<file path="src/rtl/ovl_cycle_seq_gen_pkg.sv">
//------------------------------------------------------------------------------
// ovl_cycle_seq_gen_pkg : shared types and constants for ovl_cycle_sequence_gen
// Revision: 1.0
//------------------------------------------------------------------------------
`default_nettype none

package ovl_cycle_seq_gen_pkg;

    localparam int OVL_TRIGGER_ON_MOST_PIPE    = 0;
    localparam int OVL_TRIGGER_ON_FIRST_PIPE   = 1;
    localparam int OVL_TRIGGER_ON_FIRST_NOPIPE = 2;

    typedef enum logic [1:0] {
        ST_IDLE   = 2'd0,
        ST_LAUNCH = 2'd1,
        ST_DRAIN  = 2'd2
    } gen_state_e;

    function automatic logic is_nopipe(input int mode);
        return (mode == OVL_TRIGGER_ON_FIRST_NOPIPE);
    endfunction

endpackage

`default_nettype wire

</file>
<file path="src/rtl/ovl_cycle_seq_shifter.sv">
//------------------------------------------------------------------------------
// ovl_cycle_seq_shifter : token/last/poison shift chain with event/done decode
// Build option: OVL_CYCLE_SEQ_GEN_INJECT_EN adds the poison chain.
// Revision: 1.0
//------------------------------------------------------------------------------
`default_nettype none

module ovl_cycle_seq_shifter #(
    parameter int NUM_CKS = 3,
    parameter int STEP_W  = 2
) (
    input  logic               clk,
    input  logic               reset_n,
    input  logic               launch,
    input  logic               launch_last,
`ifdef OVL_CYCLE_SEQ_GEN_INJECT_EN
    input  logic               launch_poison,
    input  logic [STEP_W-1:0]  inject_step,
`endif
    output logic               tok_busy,
    output logic [NUM_CKS-1:0] event_sequence,
    output logic               done
);

    logic [NUM_CKS-1:0] tok_q,  tok_d;
    logic [NUM_CKS-1:0] last_q, last_d;

    // A new token enters at the first-event end and walks toward bit 0.
    always_comb begin
        tok_d  = {launch,      tok_q[NUM_CKS-1:1]};
        last_d = {launch_last, last_q[NUM_CKS-1:1]};
    end

    always_ff @(posedge clk or negedge reset_n) begin
        if (!reset_n) begin
            tok_q  <= '0;
            last_q <= '0;
        end else begin
            tok_q  <= tok_d;
            last_q <= last_d;
        end
    end

`ifdef OVL_CYCLE_SEQ_GEN_INJECT_EN
    logic [NUM_CKS-1:0] poison_q, poison_d;
    logic [NUM_CKS-1:0] step_sel;
    logic [31:0]        step_ext;

    always_comb begin
        poison_d = {launch_poison, poison_q[NUM_CKS-1:1]};
        step_ext = 32'(inject_step);
        for (int k = 0; k < NUM_CKS; k++) begin
            step_sel[k] = (step_ext == 32'(k));
        end
    end

    always_ff @(posedge clk or negedge reset_n) begin
        if (!reset_n) begin
            poison_q <= '0;
        end else begin
            poison_q <= poison_d;
        end
    end

    assign event_sequence = tok_q & ~(poison_q & step_sel);
`else
    assign event_sequence = tok_q;
`endif

    // done follows the token, not the (possibly suppressed) event bit.
    assign done     = tok_q[0] & last_q[0];
    assign tok_busy = |tok_q;

endmodule

`default_nettype wire

</file>
<file path="src/rtl/ovl_cycle_sequence_gen.sv">
//------------------------------------------------------------------------------
// ovl_cycle_sequence_gen : burst stimulus generator for the OVL cycle-sequence
// checker. Build option: OVL_CYCLE_SEQ_GEN_INJECT_EN enables fault injection.
// Revision: 1.0
//------------------------------------------------------------------------------
`default_nettype none

module ovl_cycle_sequence_gen
    import ovl_cycle_seq_gen_pkg::*;
#(
    parameter int NUM_CKS             = 3,
    parameter int NECESSARY_CONDITION = 0,
    parameter int CNT_W               = 16
) (
    input  logic                        clk,
    input  logic                        reset_n,
    input  logic                        start,
    input  logic [7:0]                  count,
    input  logic                        inject,
    input  logic [$clog2(NUM_CKS)-1:0]  inject_step,
    output logic                        ready,
    output logic                        busy,
    output logic [NUM_CKS-1:0]          event_sequence,
    output logic                        done,
    output logic [CNT_W-1:0]            launch_cnt
);

    localparam int   STEP_W = $clog2(NUM_CKS);
    localparam logic NOPIPE = is_nopipe(NECESSARY_CONDITION);

    gen_state_e       state_q, state_d;
    logic [7:0]       rem_q, rem_d;
    logic [CNT_W-1:0] launch_cnt_q, launch_cnt_d;
    logic             launch;
    logic             launch_last;
    logic             tok_busy;
    logic             seq_done;

`ifdef OVL_CYCLE_SEQ_GEN_INJECT_EN
    logic              inject_q, inject_d;
    logic [STEP_W-1:0] inject_step_q, inject_step_d;
`endif

    // Non-overlapping mode holds off until the previous token has left the chain.
    assign launch      = (state_q == ST_LAUNCH) && (NOPIPE ? !tok_busy : 1'b1);
    assign launch_last = launch && (rem_q == 8'd1);

    always_comb begin
        state_d      = state_q;
        rem_d        = rem_q;
        launch_cnt_d = launch_cnt_q;
`ifdef OVL_CYCLE_SEQ_GEN_INJECT_EN
        inject_d      = inject_q;
        inject_step_d = inject_step_q;
`endif
        case (state_q)
            ST_IDLE: begin
                if (start) begin
                    state_d = ST_LAUNCH;
                    rem_d   = (count == 8'd0) ? 8'd1 : count;
`ifdef OVL_CYCLE_SEQ_GEN_INJECT_EN
                    inject_d      = inject;
                    inject_step_d = inject_step;
`endif
                end
            end
            ST_LAUNCH: begin
                if (launch) begin
                    rem_d = rem_q - 8'd1;
                    if (rem_q == 8'd1) begin
                        state_d = ST_DRAIN;
                    end
                end
            end
            ST_DRAIN: begin
                if (seq_done) begin
                    state_d = ST_IDLE;
                end
            end
            default: state_d = ST_IDLE;
        endcase
        if (launch && (launch_cnt_q != {CNT_W{1'b1}})) begin
            launch_cnt_d = launch_cnt_q + CNT_W'(1);
        end
    end

    always_ff @(posedge clk or negedge reset_n) begin
        if (!reset_n) begin
            state_q      <= ST_IDLE;
            rem_q        <= 8'd0;
            launch_cnt_q <= '0;
`ifdef OVL_CYCLE_SEQ_GEN_INJECT_EN
            inject_q      <= 1'b0;
            inject_step_q <= '0;
`endif
        end else begin
            state_q      <= state_d;
            rem_q        <= rem_d;
            launch_cnt_q <= launch_cnt_d;
`ifdef OVL_CYCLE_SEQ_GEN_INJECT_EN
            inject_q      <= inject_d;
            inject_step_q <= inject_step_d;
`endif
        end
    end

    ovl_cycle_seq_shifter #(
        .NUM_CKS (NUM_CKS),
        .STEP_W  (STEP_W)
    ) u_shifter (
        .clk            (clk),
        .reset_n        (reset_n),
        .launch         (launch),
        .launch_last    (launch_last),
`ifdef OVL_CYCLE_SEQ_GEN_INJECT_EN
        .launch_poison  (launch && inject_q),
        .inject_step    (inject_step_q),
`endif
        .tok_busy       (tok_busy),
        .event_sequence (event_sequence),
        .done           (seq_done)
    );

    assign ready      = (state_q == ST_IDLE);
    assign busy       = !ready;
    assign done       = seq_done;
    assign launch_cnt = launch_cnt_q;

endmodule

`default_nettype wire

</file>
<file path="config.mk">
export PLATFORM = sky130hd
export DESIGN_NAME = ovl_cycle_sequence_gen
export DESIGN_NICKNAME = d
export VERILOG_FILES = /design/src/rtl/ovl_cycle_seq_gen_pkg.sv /design/src/rtl/ovl_cycle_seq_shifter.sv /design/src/rtl/ovl_cycle_sequence_gen.sv
export SDC_FILE = /design/constraint.sdc
export NUM_CORES = 1
export LEC_CHECK = 0
export BUFFER_PORTS_ARGS = -buffer_cell sky130_fd_sc_hd__clkbuf_2
export CORE_ASPECT_RATIO = 1.2
export CORE_MARGIN = 5
export CORE_UTILIZATION = 51
export CTS_CLUSTER_DIAMETER = 50
export CTS_CLUSTER_SIZE = 20
export DETAILED_ROUTE_END_ITERATION = 16
export PLACE_DENSITY = 0.73
export SKIP_LAST_GASP = 1
export SYNTH_ARGS = -nofsm -noshare
export SYNTH_HDL_FRONTEND = slang
export SYNTH_SLANG_ARGS = --single-unit
</file>
<file path="constraint.sdc">
create_clock -name clk -period 2.4 [get_ports clk]
set_input_delay 0.12 -clock clk [delete_from_list [all_inputs] [get_ports clk]]
set_output_delay 0.12 -clock clk [all_outputs]
set_load 0.03 [all_outputs]
</file>
==> impl_metrics.py, run 1 <==
metrics = {
    "outcome": {
        "status": "finished clean",
    },
    "route": {
        "dr_wl_met3_um": 183,
        "drt.antenna.violating_nets": 0,
        "drtIter0Drc": 49,
        "top_layer_used": "met4",
        "met2_length_mm": 1.643,
        "dr.pass1.iters": 4,
        "vias": 1279,
        "routedWlPerCell_um": 14.46,
        "drc": 0,
        "routed_wl_mm": 3.224,
        "via_per_inst": 5.735,
        "wl_met1_mm": 1.316,
    },
    "cells_and_area": {
        "final_area_um2": 1832,
        "area_growth_pct": 16.84,
        "regArea_um2": 800.8,
        "final_cells": 223,
        "drive_gt1_frac": 0.2567,
        "layout.nets": 203,
        "fill_cells": 275,
        "num_antenna_cells": 0,
        "multi_input_area_um2": 733.2,
    },
    "worst_setup_path": {
        "crit_chain": "ha_1 > nand4_1 > o41a_4 > nor4b_1 > xor2_1",
        "cp-start-kind": "flop",
        "max_stage_delay_ns": 0.53,
        "crit_type": "reg2reg",
        "worst_ep_required_time_ns": 2.61,
        "r2r.worst_path.cells": 5,
        "arrival_ns": 2.06,
        "path_max_fanout": 7,
        "path_buf_inv": 0,
        "end_kind": "flop",
        "path_delay_family": "compound AO/OA/AOI/OAI gates",
        "path_depth": 5,
        "crit_slowest_cell": "o41a_4",
    },
    "sta": {
        "worstMarginPinSlew_ns": 0.7885,
        "hold_ws_ns": 0.03494,
        "final.min_clock_period_ns": 1.856,
        "finalSetupViolCount": 0,
        "maxSlewViolCount": 0,
        "fin_crit_sh": 0.7733,
        "rsz0062_at_grt": "false",
        "tns_ns": 0,
        "fin_skew_ns": 0.01947,
        "slew_headroom": 0.4743,
        "final_hold_viol_count": 0,
        "max_freq_mhz": 538.8,
    },
    "clock_tree": {
        "cts_hold_buf": 1,
        "insertion_delay_ns": 0.34,
        "htree_levels": 2,
        "cts.sinks": 32,
        "clk_path_buf_depth": 2,
        "cts_tree": "built",
        "path_clk_slew_ns": 0.12,
        "cts_resized": 0,
        "cts_setup_buffers": 0,
        "cts_root_buffer": "clkbuf_4",
        "numCtsBuffers": 5,
    },
    "logic_synthesis": {
        "synth_top_cell_area_share": 0.5108,
        "yosysWarningCount": 0,
        "syn-num-nets": 165,
        "synth_area_leaders": "dfrtp_1 51%, xor2_1 4.5%, xnor2_1 3.9%",
        "synth-edff-count": 0,
        "yosys.area.top_type": "dfrtp_1",
        "synth_cells": 148,
        "synth-seq-cells": 32,
        "synth_flop_cell": "dfrtp_1",
        "postSynth.asyncResetShare": 1.000,
        "ys_seq_area_frac": 0.5108,
        "synth.distinct_cells": 35,
        "synth.avg_cell_area_um2": 10.59,
        "netlist_top_cells_count": "32 x dfrtp_1, 11 x nand2_1, 10 x nor2_1",
        "synth.most_common_cell": "dfrtp_1",
        "syn_area_um2": 1568,
    },
    "place": {
        "dpl_cell_area_um2": 1765,
        "globalplace.congestion": 0.8483,
        "dp.cells": 214,
        "io_buffers": 32,
        "dp_hpwl_mm": 2.401,
    },
    "min_path": {
        "worstHoldPathType": "in2reg",
        "whs_path_depth": 3,
    },
    "power_and_ir_drop": {
        "powerDensity_nw_per_um2": 1132,
        "ir_worst_vdd_uv": 701.6,
        "leakagePower_nw": 0.8855,
        "total_power_mw": 2.074,
    },
    "global_routing": {
        "grt_max_degree": 33,
        "antenna_found_initial": 0,
        "grt_pass1_wl_mm": 5.602,
        "grt_overflow": 0,
        "first_global_vias": 1301,
        "grt_use_total": 0.1701,
    },
    "floorplanning": {
        "die_area_um2": 4288,
        "die_y_um": 70.74,
        "initial_core_util": 0.5225,
        "ios": 36,
        "rows": 22,
        "die_w_um": 60.62,
        "core_area_um2": 3000,
    },
    "flow_run": {
        "drv_cap": 0,
    },
}
## cells in the final DEF, fill, tap and decap left out, drive strengths merged, types with 5 or more instances in the layout
cell,netlist,layout
clkbuf,2,37
dfrtp,32,32
nand2,11,11
nor2,10,10
xor2,8,8
inv,7,7
xnor2,7,7
nand4,7,7
nand3,6,6
nor3,6,6
o21ai,6,6
nor3b,5,5
## tightest hold or removal path: stages
cell and delay (ns):
clkbuf_2 0.09, nand3_1 0.07, nand3_1 0.06
## registers in the layout, indices dropped and copies added, names as in the netlist
register / flops
rem_q: 8
u_shifter.event_sequence: 3
state_q: 2
launch_cnt: 16
u_shifter.last_q: 3
## layout make-up
type	instances	area share
Clock buffer	5	0.02049
Clock inverter	3	0.01025
Inverter	7	0.01434
Multi-Input combinational cell	107	0.4003
Sequential cell	32	0.4372
Tap cell	36	0.02459
Timing Repair Buffer	33	0.09290
## path summary, 6_finish.rpt
check / end / startpoint / slack, ns
max: launch_cnt[12]$_DFFE_PN0P_ / launch_cnt[0]$_DFFE_PN0P_ / 0.54
min in group asynchronous: u_shifter.event_sequence[0]$_DFF_PN0_ / reset_n / 0.38
max in group asynchronous: launch_cnt[2]$_DFFE_PN0P_ / reset_n / 1.50
min reg2reg: u_shifter.last_q[1]$_DFF_PN0_ / u_shifter.last_q[2]$_DFF_PN0_ / 0.36
max reg2reg: launch_cnt[12]$_DFFE_PN0P_ / launch_cnt[0]$_DFFE_PN0P_ / 0.54
min: rem_q[5]$_DFFE_PN0P_ / count[5] / 0.03
## routing by layer
metal | track usage | vias up
li1 | - | 616
met1 | 0.1898 | 610
met2 | 0.2889 | 43
met3 | 0.04927 | 10
met4 | 0.07952 | 0
met5 | 0 | -
## report_power, final
| group | internal [mW] | leakage, nW | switching [mW] |
|---|---|---|---|
| Clock | 0.112 | 0.0349 | 0.190 |
| Combinational | 0.349 | 0.455 | 0.518 |
| Sequential | 0.705 | 0.396 | 0.200 |
## cells by family (layout without fill, tap and decap cells)
family          Yosys count  count (layout)  synth area share
compound gates           23              23            0.1077
xor+xnor                 15              15           0.08380
fa+ha+maj                 3               3           0.02395
buf+inv                   9              48           0.02155
flops                    32              32            0.5108
mux                       1               1          0.009574
simple gates             65              65            0.2426
## stage by stage
step | utilization | worst slack, ns
after floorplan | - | 0.4716
after global placement | 0.5884 | 0.5634
after detailed placement | 0.5884 | 0.5079
after CTS | 0.6105 | 0.5157
after global routing | 0.6105 | 0.3430
final | 0.6105 | 0.5441
Note: power is estimated with default switching activity, not from simulation.
==> run 2: changes to the inputs <==
==> constraint.sdc (replaced) <==
create_clock -name clk -period 1.8 [get_ports clk]
set_input_delay 0.09 -clock clk [delete_from_list [all_inputs] [get_ports clk]]
set_output_delay 0.09 -clock clk [all_outputs]
set_load 0.03 [all_outputs]
==> run 2 against run 1 <==
Effect of this change: clock skew decreased by 0.011 ns; setup slack got worse by 0.46 ns; largest cell class unchanged; global-route usage rose by 0.32 points; critical endpoint unchanged; largest power group is now combinational logic; via count up 4.1%; cell count up 4.5%; first-iteration DRC count grew 4.1%; flip-flop and latch count did not move; critical path type unchanged.
==> impl_metrics.py, run 2 (synthesized netlist as in run 1, its figures left out) <==
metrics = {
    "floorplanning": {
        "die_area_um2": 4288,
        "core_area_um2": 3000,
        "die_y_um": 70.74,
        "rows": 22,
        "die_w_um": 60.62,
        "initial_core_util": 0.5225,
        "ios": 36,
    },
    "cells_and_area": {
        "drive_gt1_frac": 0.3046,
        "num_antenna_cells": 0,
        "final_cells": 233,
        "regArea_um2": 803.3,
        "fill_cells": 266,
        "area_growth_pct": 23.62,
        "final_common_cell": "clkbuf_2",
        "multi_input_area_um2": 752.0,
        "largest_reg_flops": 16,
        "postLayoutCoreUtil": 0.6460,
        "layout.nets": 213,
        "final_cell_mix": "32 x clkbuf_2, 30 x dfrtp_1, 11 x nand2_1",
    },
    "clock_tree": {
        "cts_tree": "built",
        "insertion_delay_ns": 0.34,
        "path_clk_slew_ns": 0.11,
        "cts_root_buffer": "clkbuf_4",
        "cts.sinks": 32,
        "clk_path_buf_depth": 2,
        "htree_levels": 2,
        "numCtsBuffers": 5,
    },
    "outcome": {
        "status": "finished clean",
    },
    "route": {
        "dr.pass1.iters": 4,
        "vias": 1331,
        "routed_wl_mm": 3.405,
        "drt.antenna.violating_nets": 0,
        "routedWlPerCell_um": 14.61,
        "drtIter0Drc": 51,
        "drc": 0,
        "via_per_inst": 5.712,
    },
    "sta": {
        "maxSlewViolCount": 0,
        "slew_headroom": 0.4826,
        "tns_ns": 0,
        "fin_crit_sh": 0.9528,
        "hold_ws_ns": 0.09954,
        "final_hold_viol_count": 0,
        "final.min_clock_period_ns": 1.715,
        "worstMarginPinSlew_ns": 0.7761,
        "fin_skew_ns": 0.008004,
        "max_freq_mhz": 583.1,
        "finalSetupViolCount": 0,
    },
    "place": {
        "dp.cells": 220,
        "globalplace.congestion": 0.8379,
        "io_buffers": 32,
        "dp_hpwl_mm": 2.515,
    },
    "power_and_ir_drop": {
        "ir_worst_vdd_uv": 844.6,
        "leakagePower_nw": 0.9364,
        "powerDensity_nw_per_um2": 1502,
        "total_power_mw": 2.911,
    },
    "worst_setup_path": {
        "cp-start-kind": "flop",
        "end_kind": "flop",
        "worst_ep_required_time_ns": 2.02,
        "arrival_ns": 1.93,
        "path_max_fanout": 7,
        "crit_type": "reg2reg",
    },
    "global_routing": {
        "use_met2": 0.2723,
        "grt_max_degree": 33,
        "grt_use_met3": 0.05292,
        "grt_use_total": 0.1733,
        "antenna_found_initial": 0,
        "gr-max-usage-layer": "met2",
        "first_global_vias": 1292,
        "grt_overflow": 0,
        "use_met1": 0.2108,
        "grt_pass1_wl_mm": 5.623,
    },
    "flow_run": {
        "drv_cap": 0,
    },
    "min_path": {
        "worstHoldPathType": "in2reg",
    },
}
run 2: what timing repair did:
action | 4_1_cts | 5_1_grt
setup endpoints to repair | 0 | 1
gates resized for setup | 0 | 2
endpoints found under the hold margin | 34 | 0
hold buffers | 3 | 0
buffers inserted | 0 | 2
run 2: stage by stage:
step                cell area (um2)  setup WS [ns]
floorplan                      1573       0.008810
global placement               1815         0.1254
detailed placement             1815         0.1011
CTS                            1907        0.08897
global route                   1938       -0.01540
finish                         1938        0.08491
run 2: cell type report:
cell class              instances  area share
flip-flops and latches         32      0.4145
multi-input cells             107      0.3880
repair buffers                 43      0.1291
clock buffers                   6     0.02647
well taps                      36     0.02324
inverters                       7     0.01356
clock inverters                 2    0.005165
run 2: worst max-delay path, cell delays in order, from the launching register on:
cell and delay, ns:
dfrtp_2 0.43, ha_4 0.16, nand4_1 0.18, o41a_4 0.51, nor4b_2 0.18, xor2_1 0.14
run 2: where the power goes:
group	switching, mW	total (mW)	internal [mW]
logic	0.747	1.27	0.526
registers	0.252	1.20	0.946
clock network	0.254	0.440	0.186
run 2: worst paths after layout:
check / start / endpoint / slack, ns / cells past startpoint
worst max register to register: launch_cnt[1]$_DFFE_PN0P_ / launch_cnt[12]$_DFFE_PN0P_ / 0.08 / 5
max in group asynchronous: reset_n / launch_cnt[0]$_DFFE_PN0P_ / 0.91 / 2
worst min register to register: u_shifter.last_q[1]$_DFF_PN0_ / u_shifter.last_q[0]$_DFF_PN0_ / 0.36 / 0
worst min-delay path: start / rem_q[5]$_DFFE_PN0P_ / 0.1 / 3
min in group asynchronous: reset_n / launch_cnt[10]$_DFFE_PN0P_ / 0.35 / 2
worst max-delay path: launch_cnt[1]$_DFFE_PN0P_ / launch_cnt[12]$_DFFE_PN0P_ / 0.08 / 5
run 2: metal layers:
metal  part of all wire  vias up  routed length (um)
met5                  0        -                   0
met4              0.022        0                  74
met3              0.051        9                 175
met2               0.51       40                1739
met1               0.42      649                1415
li1                   -      633                   -
